`config.mk`:
```
export PLATFORM = sky130hd
export DESIGN_NAME = io_pattern_sequencer_flat
export DESIGN_NICKNAME = d
export VERILOG_FILES = /design/src/rtl/io_pattern_sequencer_if.sv /design/src/rtl/io_pattern_sequencer.sv /design/src/flat_wrapper.sv
export SDC_FILE = /design/constraint.sdc
export NUM_CORES = 1
export LEC_CHECK = 0
export CAP_MARGIN = 20
export CORE_MARGIN = 4
export CORE_UTILIZATION = 35
export DETAILED_ROUTE_END_ITERATION = 16
export GPL_ROUTABILITY_DRIVEN = 0
export PLACE_DENSITY_LB_ADDON = 0.15
export SETUP_SLACK_MARGIN = 0.2
export SKIP_CTS_REPAIR_TIMING = 1
export SLEW_MARGIN = 0
export SYNTH_ARGS = -nofsm -noshare
export SYNTH_HDL_FRONTEND = slang
export SYNTH_SLANG_ARGS = --single-unit
```
`constraint.sdc`:
```
create_clock -name clk -period 2.79 [get_ports clk]
set_input_delay 0.558 -clock clk [delete_from_list [all_inputs] [get_ports clk]]
set_output_delay 0.558 -clock clk [all_outputs]
set_load 0.02 [all_outputs]
```
`src/rtl/io_pattern_sequencer_if.sv`:
```
// Command channel into the IO pattern sequencer: valid/ready handshake
// carrying the pattern mode and the loop count.
interface io_pattern_sequencer_if;
  logic       cmd_valid;
  logic       cmd_ready;
  logic [1:0] cmd_mode;
  logic [3:0] cmd_loops;

  modport master (
    output cmd_valid,
    output cmd_mode,
    output cmd_loops,
    input  cmd_ready
  );

  modport slave (
    input  cmd_valid,
    input  cmd_mode,
    input  cmd_loops,
    output cmd_ready
  );
endinterface

```
`src/rtl/io_pattern_sequencer.sv`:
```
// Steps a selectable test pattern across the IO bank, one step per divider
// tick, for a fixed or unlimited number of passes. Drives the status LED.
//
//   state  | meaning
//   -------+-------------------------------------------------------------
//   IDLE   | outputs parked at 0, waiting for a run command
//   RUN    | pattern follows pos; ticks advance pos / loop count
//   DONE   | one-cycle completion pulse, command channel held off
module io_pattern_sequencer #(
  parameter int NUM_PINS = 20,
  parameter int POS_W    = $clog2(NUM_PINS)
) (
  input  logic                  clk,
  input  logic                  nRst,
  input  logic                  tick,
  io_pattern_sequencer_if.slave cmd,
  output logic [NUM_PINS-1:0]   io_out,
  output logic                  busy,
  output logic                  done,
  output logic                  nLED_RED,
  output logic                  nLED_GRN,
  output logic                  nLED_BLU
);

  typedef enum logic [1:0] {
    S_IDLE = 2'd0,
    S_RUN  = 2'd1,
    S_DONE = 2'd2
  } state_t;

  localparam logic [1:0]          MODE_WALK1  = 2'd0;
  localparam logic [1:0]          MODE_WALK0  = 2'd1;
  localparam logic [1:0]          MODE_TOGGLE = 2'd2;
  localparam logic [1:0]          MODE_STOP   = 2'd3;
  localparam logic [POS_W-1:0]    POS_LAST    = POS_W'(NUM_PINS - 1);
  localparam logic [NUM_PINS-1:0] ONE_HOT0    = NUM_PINS'(1);

  state_t              state_q, state_d;
  logic [1:0]          mode_q, mode_d;
  logic [3:0]          loops_q, loops_d;
  logic [POS_W-1:0]    pos_q, pos_d;
  logic [3:0]          loop_cnt_q, loop_cnt_d;
  logic                red_q, red_d;
  logic [NUM_PINS-1:0] io_out_q, io_out_d;
  logic                busy_q, busy_d;
  logic                done_q, done_d;
  logic                led_red_q, led_red_d;
  logic                led_grn_q, led_grn_d;
  logic                led_blu_q, led_blu_d;

  logic cmd_acc;
  logic cmd_run;

  // Ready is withheld in DONE and while reset is asserted.
  assign cmd.cmd_ready = nRst && (state_q != S_DONE);
  assign cmd_acc       = cmd.cmd_valid && cmd.cmd_ready;
  assign cmd_run       = cmd_acc && (cmd.cmd_mode != MODE_STOP);

  // State and datapath registers with synchronous active-low reset.
  always_ff @(posedge clk) begin
    if (!nRst) begin
      state_q    <= S_IDLE;
      mode_q     <= MODE_WALK1;
      loops_q    <= '0;
      pos_q      <= '0;
      loop_cnt_q <= '0;
      red_q      <= 1'b0;
      io_out_q   <= '0;
      busy_q     <= 1'b0;
      done_q     <= 1'b0;
      led_red_q  <= 1'b1;
      led_grn_q  <= 1'b1;
      led_blu_q  <= 1'b0;
    end else begin
      state_q    <= state_d;
      mode_q     <= mode_d;
      loops_q    <= loops_d;
      pos_q      <= pos_d;
      loop_cnt_q <= loop_cnt_d;
      red_q      <= red_d;
      io_out_q   <= io_out_d;
      busy_q     <= busy_d;
      done_q     <= done_d;
      led_red_q  <= led_red_d;
      led_grn_q  <= led_grn_d;
      led_blu_q  <= led_blu_d;
    end
  end

  // Next state: an accepted command always beats a same-cycle tick.
  always_comb begin
    state_d    = state_q;
    mode_d     = mode_q;
    loops_d    = loops_q;
    pos_d      = pos_q;
    loop_cnt_d = loop_cnt_q;
    red_d      = red_q;
    case (state_q)
      S_IDLE: begin
        if (cmd_run) begin
          state_d    = S_RUN;
          mode_d     = cmd.cmd_mode;
          loops_d    = cmd.cmd_loops;
          pos_d      = '0;
          loop_cnt_d = '0;
          red_d      = 1'b0;
        end
      end
      S_RUN: begin
        if (cmd_run) begin
          mode_d     = cmd.cmd_mode;
          loops_d    = cmd.cmd_loops;
          pos_d      = '0;
          loop_cnt_d = '0;
          red_d      = 1'b0;
        end else if (cmd_acc) begin
          state_d    = S_IDLE;
          pos_d      = '0;
          loop_cnt_d = '0;
        end else if (tick) begin
          if (pos_q == POS_LAST) begin
            pos_d      = '0;
            loop_cnt_d = loop_cnt_q + 4'd1;
            if ((loops_q != 4'd0) && (loop_cnt_q == loops_q - 4'd1)) begin
              state_d = S_DONE;
              red_d   = 1'b1;
            end
          end else begin
            pos_d = pos_q + POS_W'(1);
          end
        end
      end
      S_DONE:  state_d = S_IDLE;
      default: state_d = S_IDLE;
    endcase
  end

  // Registered outputs derived from the upcoming state so io_out tracks pos with no lag.
  always_comb begin
    io_out_d  = '0;
    busy_d    = 1'b0;
    done_d    = 1'b0;
    led_red_d = 1'b1;
    led_grn_d = 1'b1;
    led_blu_d = 1'b1;
    case (state_d)
      S_RUN: begin
        busy_d    = 1'b1;
        led_grn_d = 1'b0;
        case (mode_d)
          MODE_WALK1:  io_out_d = ONE_HOT0 << pos_d;
          MODE_WALK0:  io_out_d = ~(ONE_HOT0 << pos_d);
          MODE_TOGGLE: io_out_d = pos_d[0] ? '0 : '1;
          default:     io_out_d = '0;
        endcase
      end
      S_DONE: begin
        done_d    = 1'b1;
        led_red_d = 1'b0;
      end
      default: begin
        if (red_d) led_red_d = 1'b0;
        else       led_blu_d = 1'b0;
      end
    endcase
  end

  assign io_out   = io_out_q;
  assign busy     = busy_q;
  assign done     = done_q;
  assign nLED_RED = led_red_q;
  assign nLED_GRN = led_grn_q;
  assign nLED_BLU = led_blu_q;

endmodule
```
`src/flat_wrapper.sv`:
```
// flat-port wrapper written by rule: the top's interface ports become plain ports
module io_pattern_sequencer_flat 
#(
  parameter int NUM_PINS = 20,
  parameter int POS_W    = $clog2(NUM_PINS)
)
  (clk, nRst, tick, io_out, busy, done, nLED_RED, nLED_GRN, nLED_BLU, cmd_cmd_valid, cmd_cmd_mode, cmd_cmd_loops, cmd_cmd_ready);
  io_pattern_sequencer_if cmd_i ();
  input  logic clk;
  input  logic nRst;
  input  logic tick;
  output logic [NUM_PINS-1:0] io_out;
  output logic busy;
  output logic done;
  output logic nLED_RED;
  output logic nLED_GRN;
  output logic nLED_BLU;
  input wire logic [$bits(cmd_i.cmd_valid)-1:0] cmd_cmd_valid;
  input wire logic [$bits(cmd_i.cmd_mode)-1:0] cmd_cmd_mode;
  input wire logic [$bits(cmd_i.cmd_loops)-1:0] cmd_cmd_loops;
  output wire logic [$bits(cmd_i.cmd_ready)-1:0] cmd_cmd_ready;
  assign cmd_i.cmd_valid = cmd_cmd_valid;
  assign cmd_i.cmd_mode = cmd_cmd_mode;
  assign cmd_i.cmd_loops = cmd_cmd_loops;
  assign cmd_cmd_ready = cmd_i.cmd_ready;
  io_pattern_sequencer #(.NUM_PINS(NUM_PINS), .POS_W(POS_W)) u_core (.clk(clk), .nRst(nRst), .tick(tick), .cmd(cmd_i), .io_out(io_out), .busy(busy), .done(done), .nLED_RED(nLED_RED), .nLED_GRN(nLED_GRN), .nLED_BLU(nLED_BLU));
endmodule
```
* Word-level counts from Yosys, hierarchy flattened
Cells that the tools add are included.
Operators by class: add/subtract/negate cells 3, bitwise logic cells 1, reductions and logical operators 13, eq/ne operators 12, multiplexer cells 37, shift operators 1
Operators with widths (count):
- 20-bit case mux with 3 select lines | 1
- 5-bit two-way mux | 5
- 20-bit two-way mux | 1
- 4-bit two-way mux | 5
- 20-bit inverter | 1
- 1-bit by 5-bit << shifter with 20-bit output, first input constant | 1
- 2-bit two-way mux | 8
- 1-bit two-way mux | 12
- 5-bit case mux with 2 select lines | 1
- 4-bit case mux with 2 select lines | 1
- 2-bit by 1-bit == test with 1-bit output, second input constant | 3
- 5-bit by 1-bit adder with 5-bit output, second input constant | 1
- 5-bit == test, second input constant | 1
- 4-bit by 1-bit adder with 4-bit output, second input constant | 1
- 2-bit == test, second input constant | 2
- 4-bit == test | 1
- 1-bit logical AND | 4
- 2-bit zero test | 2
- 2-bit inequality test, second input constant | 2
- 4-bit by 1-bit inequality test with 1-bit output, second input constant | 1
- 4-bit by 2-bit inequality test with 1-bit output, second input constant | 1
- 1-bit case mux with 2 select lines | 2
- 2-bit case mux with 2 select lines | 1
- 2-bit AND reduction | 2
- other kinds (6) | 7
Storage, ports and cells: logic and storage cells 79, input port bits 10, output and inout bits 26, register bits 43

* Logic depth before layout (Yosys ltp)
Gate-level depths: netlist (run 1).
word-level depth 12, depth in mapped cells 13, mapped depth without buffers 12

* Least setup slack after synthesis (run 1)
Ideal clock, no wire load.
path type input to register, from input port cmd_cmd_valid, to register u_core.io_out_q[12], in the netlist u_core.io_out[12], required time 2655 ps, stages 11, arrival time 2853 ps, path slack -198 ps, path through buf_6 a21bo_4 or4_1 a2111oi_2 inv_1 ha_1 nand2_1 nor4_1 o22ai_1 clkbuf_1 o32ai_1
RTL lines:
- start, declared | RTL line flat_wrapper.sv:18 | input wire logic [$bits(cmd_i.cmd_valid)-1:0] cmd_cmd_valid;
- 1-bit logical AND (*) | RTL line io_pattern_sequencer.sv:56 | assign cmd_acc = cmd.cmd_valid && cmd.cmd_ready;
- 2-bit two-way mux or 1-bit logical AND (tied branches) | RTL line io_pattern_sequencer.sv:116, io_pattern_sequencer.sv:57
- 2-bit two-way mux, on equally long branches | RTL line io_pattern_sequencer.sv:110, io_pattern_sequencer.sv:100
- 2-bit case mux with 2 select lines (*) | RTL line io_pattern_sequencer.sv:98 | case (state_q)
- named net u_core.state_d[1] | RTL line io_pattern_sequencer.sv:38 | state_t state_q, state_d;
- 2-bit by 1-bit == test with 1-bit output (*) | RTL line io_pattern_sequencer.sv:146 | case (state_d)
- 2-bit AND reduction (no source line) (*)
- end signal, assigned | RTL line io_pattern_sequencer.sv:81 | io_out_q <= io_out_d;
- end, declared | RTL line io_pattern_sequencer.sv:44 | logic [NUM_PINS-1:0] io_out_q, io_out_d;
The timed path passes the listed nets; every way through them passes the cells marked *. A chain may end at the register's enable or synchronous reset.

* Final worst setup path (run 1)
from register u_core.loops_q[0], to register u_core.io_out_q[13], in the netlist u_core.io_out[13]
On the way: word-level cells in the longest chain between the ends 11
Ends and longest elaborated chain:
- start, declared | RTL line io_pattern_sequencer.sv:40 | logic [3:0] loops_q, loops_d;
- start signal, assigned | RTL line io_pattern_sequencer.sv:77 | loops_q <= loops_d;
- 4-bit by 1-bit subtractor with 4-bit output | RTL line io_pattern_sequencer.sv:124 | if ((loops_q != 4'd0) && (loop_cnt_q == loops_q - 4'd1)) begin
- 4-bit == test | RTL line io_pattern_sequencer.sv:124
- 1-bit logical AND (*) | RTL line io_pattern_sequencer.sv:124
- 2-bit two-way mux (*) | RTL line io_pattern_sequencer.sv:124
- 2-bit two-way mux (*) | RTL line io_pattern_sequencer.sv:121 | if (pos_q == POS_LAST) begin
- 2-bit two-way mux (*) | RTL line io_pattern_sequencer.sv:120 | end else if (tick) begin
- 2-bit two-way mux (*) | RTL line io_pattern_sequencer.sv:116 | end else if (cmd_acc) begin
- 2-bit two-way mux (*) | RTL line io_pattern_sequencer.sv:110 | if (cmd_run) begin
- 2-bit case mux with 2 select lines (*) | RTL line io_pattern_sequencer.sv:98
- named net u_core.state_d[1] | RTL line io_pattern_sequencer.sv:38
- 2-bit by 1-bit == test with 1-bit output (*) | RTL line io_pattern_sequencer.sv:146
- 2-bit AND reduction (no source line) (*)
Marked as above.

==> results of run 1 <==
-- Yosys cell counts, drive strengths merged (3+ instances only) --
cell	number	area, um^2
o32ai	5	43.8
ha	6	75.1
mux2i	17	170
o21a	5	37.5
nand4	3	18.8
a21oi	12	63.8
nand2b	3	18.8
nor3	16	80.1
or3	4	25.0
o31ai	4	30.0
nand2	20	75.1
nand3	14	70.1
o21ai	12	60.1
dfxtp	43	861
clkbuf	9	33.8
and2	5	31.3
inv	8	30.0
buf	4	32.5
nor2	16	60.1
nor2b	4	25.0
-- worst paths after layout --
check                                   end  depth (start not counted)
min reg2reg  u_core.loops_q[1]$_SDFFE_PN0P_                          2
max reg2reg    u_core.io_out[13]$_SDFF_PN0_                         13
max            u_core.io_out[13]$_SDFF_PN0_                         13
min          u_core.loops_q[1]$_SDFFE_PN0P_                          2
-- worst register-to-register path, cell delays in order, from the launching register on --
cell and delay, ns:
dfxtp_1 0.34, inv_1 0.05, ha_2 0.19, nor2b_1 0.13, or3_4 0.36, a2111oi_4 0.39
inv_2 0.10, ha_4 0.18, nand2_4 0.08, nor4_4 0.05, o22ai_2 0.19, buf_6 0.15
buf_6 0.12, mux2i_1 0.07
-- through the flow --
| step | cell area (um^2) | std cells | hold slack, ns |
|---|---|---|---|
| final | 3090 | 394 | 0.473 |
| after global routing | 3090 | 394 | 0.506 |
| after CTS | 2930 | 386 | 0.493 |
| after detailed placement | 2850 | 378 | 0.481 |
| after global placement | 2850 | 378 | 0.474 |
| after floorplan | 2240 | 250 | 0.449 |
-- routing by layer --
metal / up-vias / part of all wire, % / GRT usage [%] / wire length (um)
li1: 1056 / - / - / -
met4: 0 / 1.2 / 3.91 / 68
met1: 984 / 48 / 19.8 / 2790
met5: - / 0 / 0 / 0
met3: 7 / 3.4 / 2.84 / 198
met2: 39 / 47 / 25.1 / 2720
-- logic make-up (layout without fill, tap and decap cells) --
kind of cell / count (synthesis) / after routing
compound gates: 62 / 62
xor+xnor: 4 / 4
fa+ha+maj: 6 / 6
buf+inv: 21 / 90
flops: 43 / 43
mux: 17 / 17
simple gates: 97 / 97
-- registers in the layout (all words and copies together) (netlist names), 2 cells and up --
register / count
u_core.loop_cnt_q: 4
u_core.state_q: 2
u_core.loops_q: 4
u_core.pos_q: 5
u_core.io_out: 20
u_core.mode_q: 2
-- cell type report --
type	instances	area (um^2)	area share, %
Timing Repair Buffer	74	682	22.0
Sequential cell	43	866	28.0
Multi-Input combinational cell	186	1340	43.2
Clock inverter	2	12.5	0.405
Tap cell	75	93.8	3.03
Inverter	8	30.0	0.971
Clock buffer	6	72.6	2.35
-- cells in the final DEF (no fill, tap or decap), types with 2 or more instances in the layout --
cell type        instances
a21bo_4                  2
a21oi_1                  9
a21oi_2                  2
a22oi_1                  2
a31oi_1                  2
a32oi_1                  2
and2_1                   5
buf_4                   33
buf_6                    5
clkbuf_8                 5
clkdlybuf4s50_1         32
dfxtp_1                 41
dlymetal6s2s_1           3
ha_1                     3
ha_2                     2
inv_1                    7
mux2i_1                 17
nand2_1                 18
nand2b_1                 3
nand3_1                 14
nand4_1                  3
nor2_1                  16
nor2b_1                  3
nor3_1                  16
nor3b_1                  2
o2111a_1                 2
o21a_1                   5
o21ai_0                  8
o21ai_1                  3
o31ai_1                  4
o32ai_1                  5
or3_1                    3
or4_4                    2
xnor2_1                  2
xor2_1                   2
-- power breakdown --
group	internal (W)	switching, W	leakage, nW
Clock	0.000175	0.000212	0.0412
Combinational	0.0000979	0.000105	0.838
Sequential	0.000632	0.00000917	0.350
Total	0.000905	0.000327	1.23
==> run_results.csv, run 1 <==
group,metric,value,unit
sta,fmaxAchievable,0.399,GHz
floorplan,io_pins,36,
clock_tree,htreeDepth,2,
floorplan,start_util,36.7,%
floorplan,die-area,7610,um^2
logic_synthesis,synth_cell_types,53,
sta,setup_slack,0.284,ns
logic_synthesis,synth_cells,250,
grt,track_usage,15.0,%
logic_synthesis,yosysSeqAreaShare,39.2,%
sta,drv_slew,0,
detailed_routing,drtAntennaViolNets,0,
detailed_routing,wl_per_cell,14.6,um
sta,setup_violations,0,
grt,grt_max_degree,21,
sta,fin_tns_setup,0,ns
logic_synthesis,synth_ff_type,"dfxtp_1",
power_and_ir_drop,leakage,1.23,nW
grt,grt_pass1_vias,1981,
detailed_routing,vias_per_cell,5.29,
worst_setup_path,slowest_delay,0.39,ns
detailed_routing,vias,2086,
status,status,"finished clean",
logic_synthesis,synthesis.nets,266,
clock_tree,clk_pin_slew,0.08,ns
worst_setup_path,critical_path_class,"reg2reg",
logic_synthesis,ys_warn_count,0,
clock_tree,cts_buffers,5,
power_and_ir_drop,power_density,398,nW/um^2
worst_setup_path,critPathLaunchType,"register",
finish,fin_util,51.6,%
worst_setup_path,crit_chain,"inv_1, ha_2, nor2b_1, or3_4, a2111oi_4, inv_2, ha_4, nand2_4, nor4_4, o22ai_2, buf_6, buf_6, mux2i_1",
grt,antenna_found_initial,0,
grt,grt_overflow_total,0,
worst_setup_path,setup.worst_path.start,"u_core.loops_q[0]$_SDFFE_PN0P_",
sta,rsz0062_at_grt,"false",
worst_setup_path,crit_slowest_cell,"a2111oi_4",
logic_synthesis,synth_area,2200,um^2
power_and_ir_drop,power,0.00123,W
worst_setup_path,cp.arrival,2.68,ns
job,cap_viol_max_count,0,
floorplan,core,5990,um^2
finish,nFillCells,588,
clock_tree,clkLatencyLatePin,0.29,ns
worst_setup_path,worstPathRequired,2.97,ns
floorplan,die_h,87.2,um
worst_setup_path,worstReg2RegStart,"u_core.loops_q[0]$_SDFFE_PN0P_",
logic_synthesis,avgSynthCellArea,8.79,um^2
finish,drive_gt1_share,21.9,%
detailed_routing,wl,5770,um
sta,fin_crit,2.51,ns
detailed_routing,firstDrtPassIters,4,
logic_synthesis,muxShareOfSynthArea,7.74,%
clock_tree,clock-root-buffer,"clkbuf_8",
worst_setup_path,crit_fanout,5,
worst_setup_path,worstPathBufferInverterCount,4,
detailed_routing,drc,0,
sta,fin_crit_sh,89.8,%
clock_tree,clkSinkCount,43,
sta,hold_violations,0,
logic_synthesis,synth_async_sr_flop_share,0,%
finish,fin_nets,334,
worst_hold_path,min_from,"u_core.loops_q[1]$_SDFFE_PN0P_",
logic_synthesis,synth_top_family_by_area,"simple AND/OR/NAND/NOR gates",
logic_synthesis,synthAdderAreaFrac,3.42,%
finish,insertedDiodeCount,0,
placed_design,numPortBuffers,35,
floorplan,rows,28,
placed_design,hpwl,3960,um
grt,grt_pass1_wl,9230,um
worst_setup_path,reg2reg_slack,0.28,ns
worst_setup_path,crit_top_cell,"buf_6",
power_and_ir_drop,ir_drop,0.221,mV
logic_synthesis,synthSimpleGateAreaFrac,22.9,%
sta,tightest_slew,0.565,ns
floorplan,die_w,87.2,um
sta,fin_worst_skew,0.00952,ns
worst_hold_path,hold_class,"reg2reg",
detailed_routing,drt_iter0_drc,105,
sta,relSlewSlack,62.3,%
logic_synthesis,synth_compound_area_share,20.7,%
clock_tree,clock_path_buffers,2,
clock_tree,cts_tree,"built",
finish,syn_to_final_growth,40.8,%
worst_setup_path,critPathTopFamily,"simple AND/OR/NAND/NOR gates",
logic_synthesis,synth_xor_area_share,1.59,%
logic_synthesis,synth_seq_cells,43,
logic_synthesis,synth_edf_count,0,
worst_setup_path,critPathCaptureType,"register",
placed_design,place_ws,-0.284,ns
Power figures use the tool's default switching activity.
==> run 2, diff against run 1 <==
--- a/config.mk
+++ b/config.mk
@@ -8,6 +8,7 @@
 export CAP_MARGIN = 20
 export CORE_MARGIN = 4
 export CORE_UTILIZATION = 35
+export CTS_CLUSTER_DIAMETER = 80
 export DETAILED_ROUTE_END_ITERATION = 16
 export GPL_ROUTABILITY_DRIVEN = 0
 export PLACE_DENSITY_LB_ADDON = 0.15
==> results of run 2 <==
The final DEF is identical to that of run 1; final timing and power are the same.
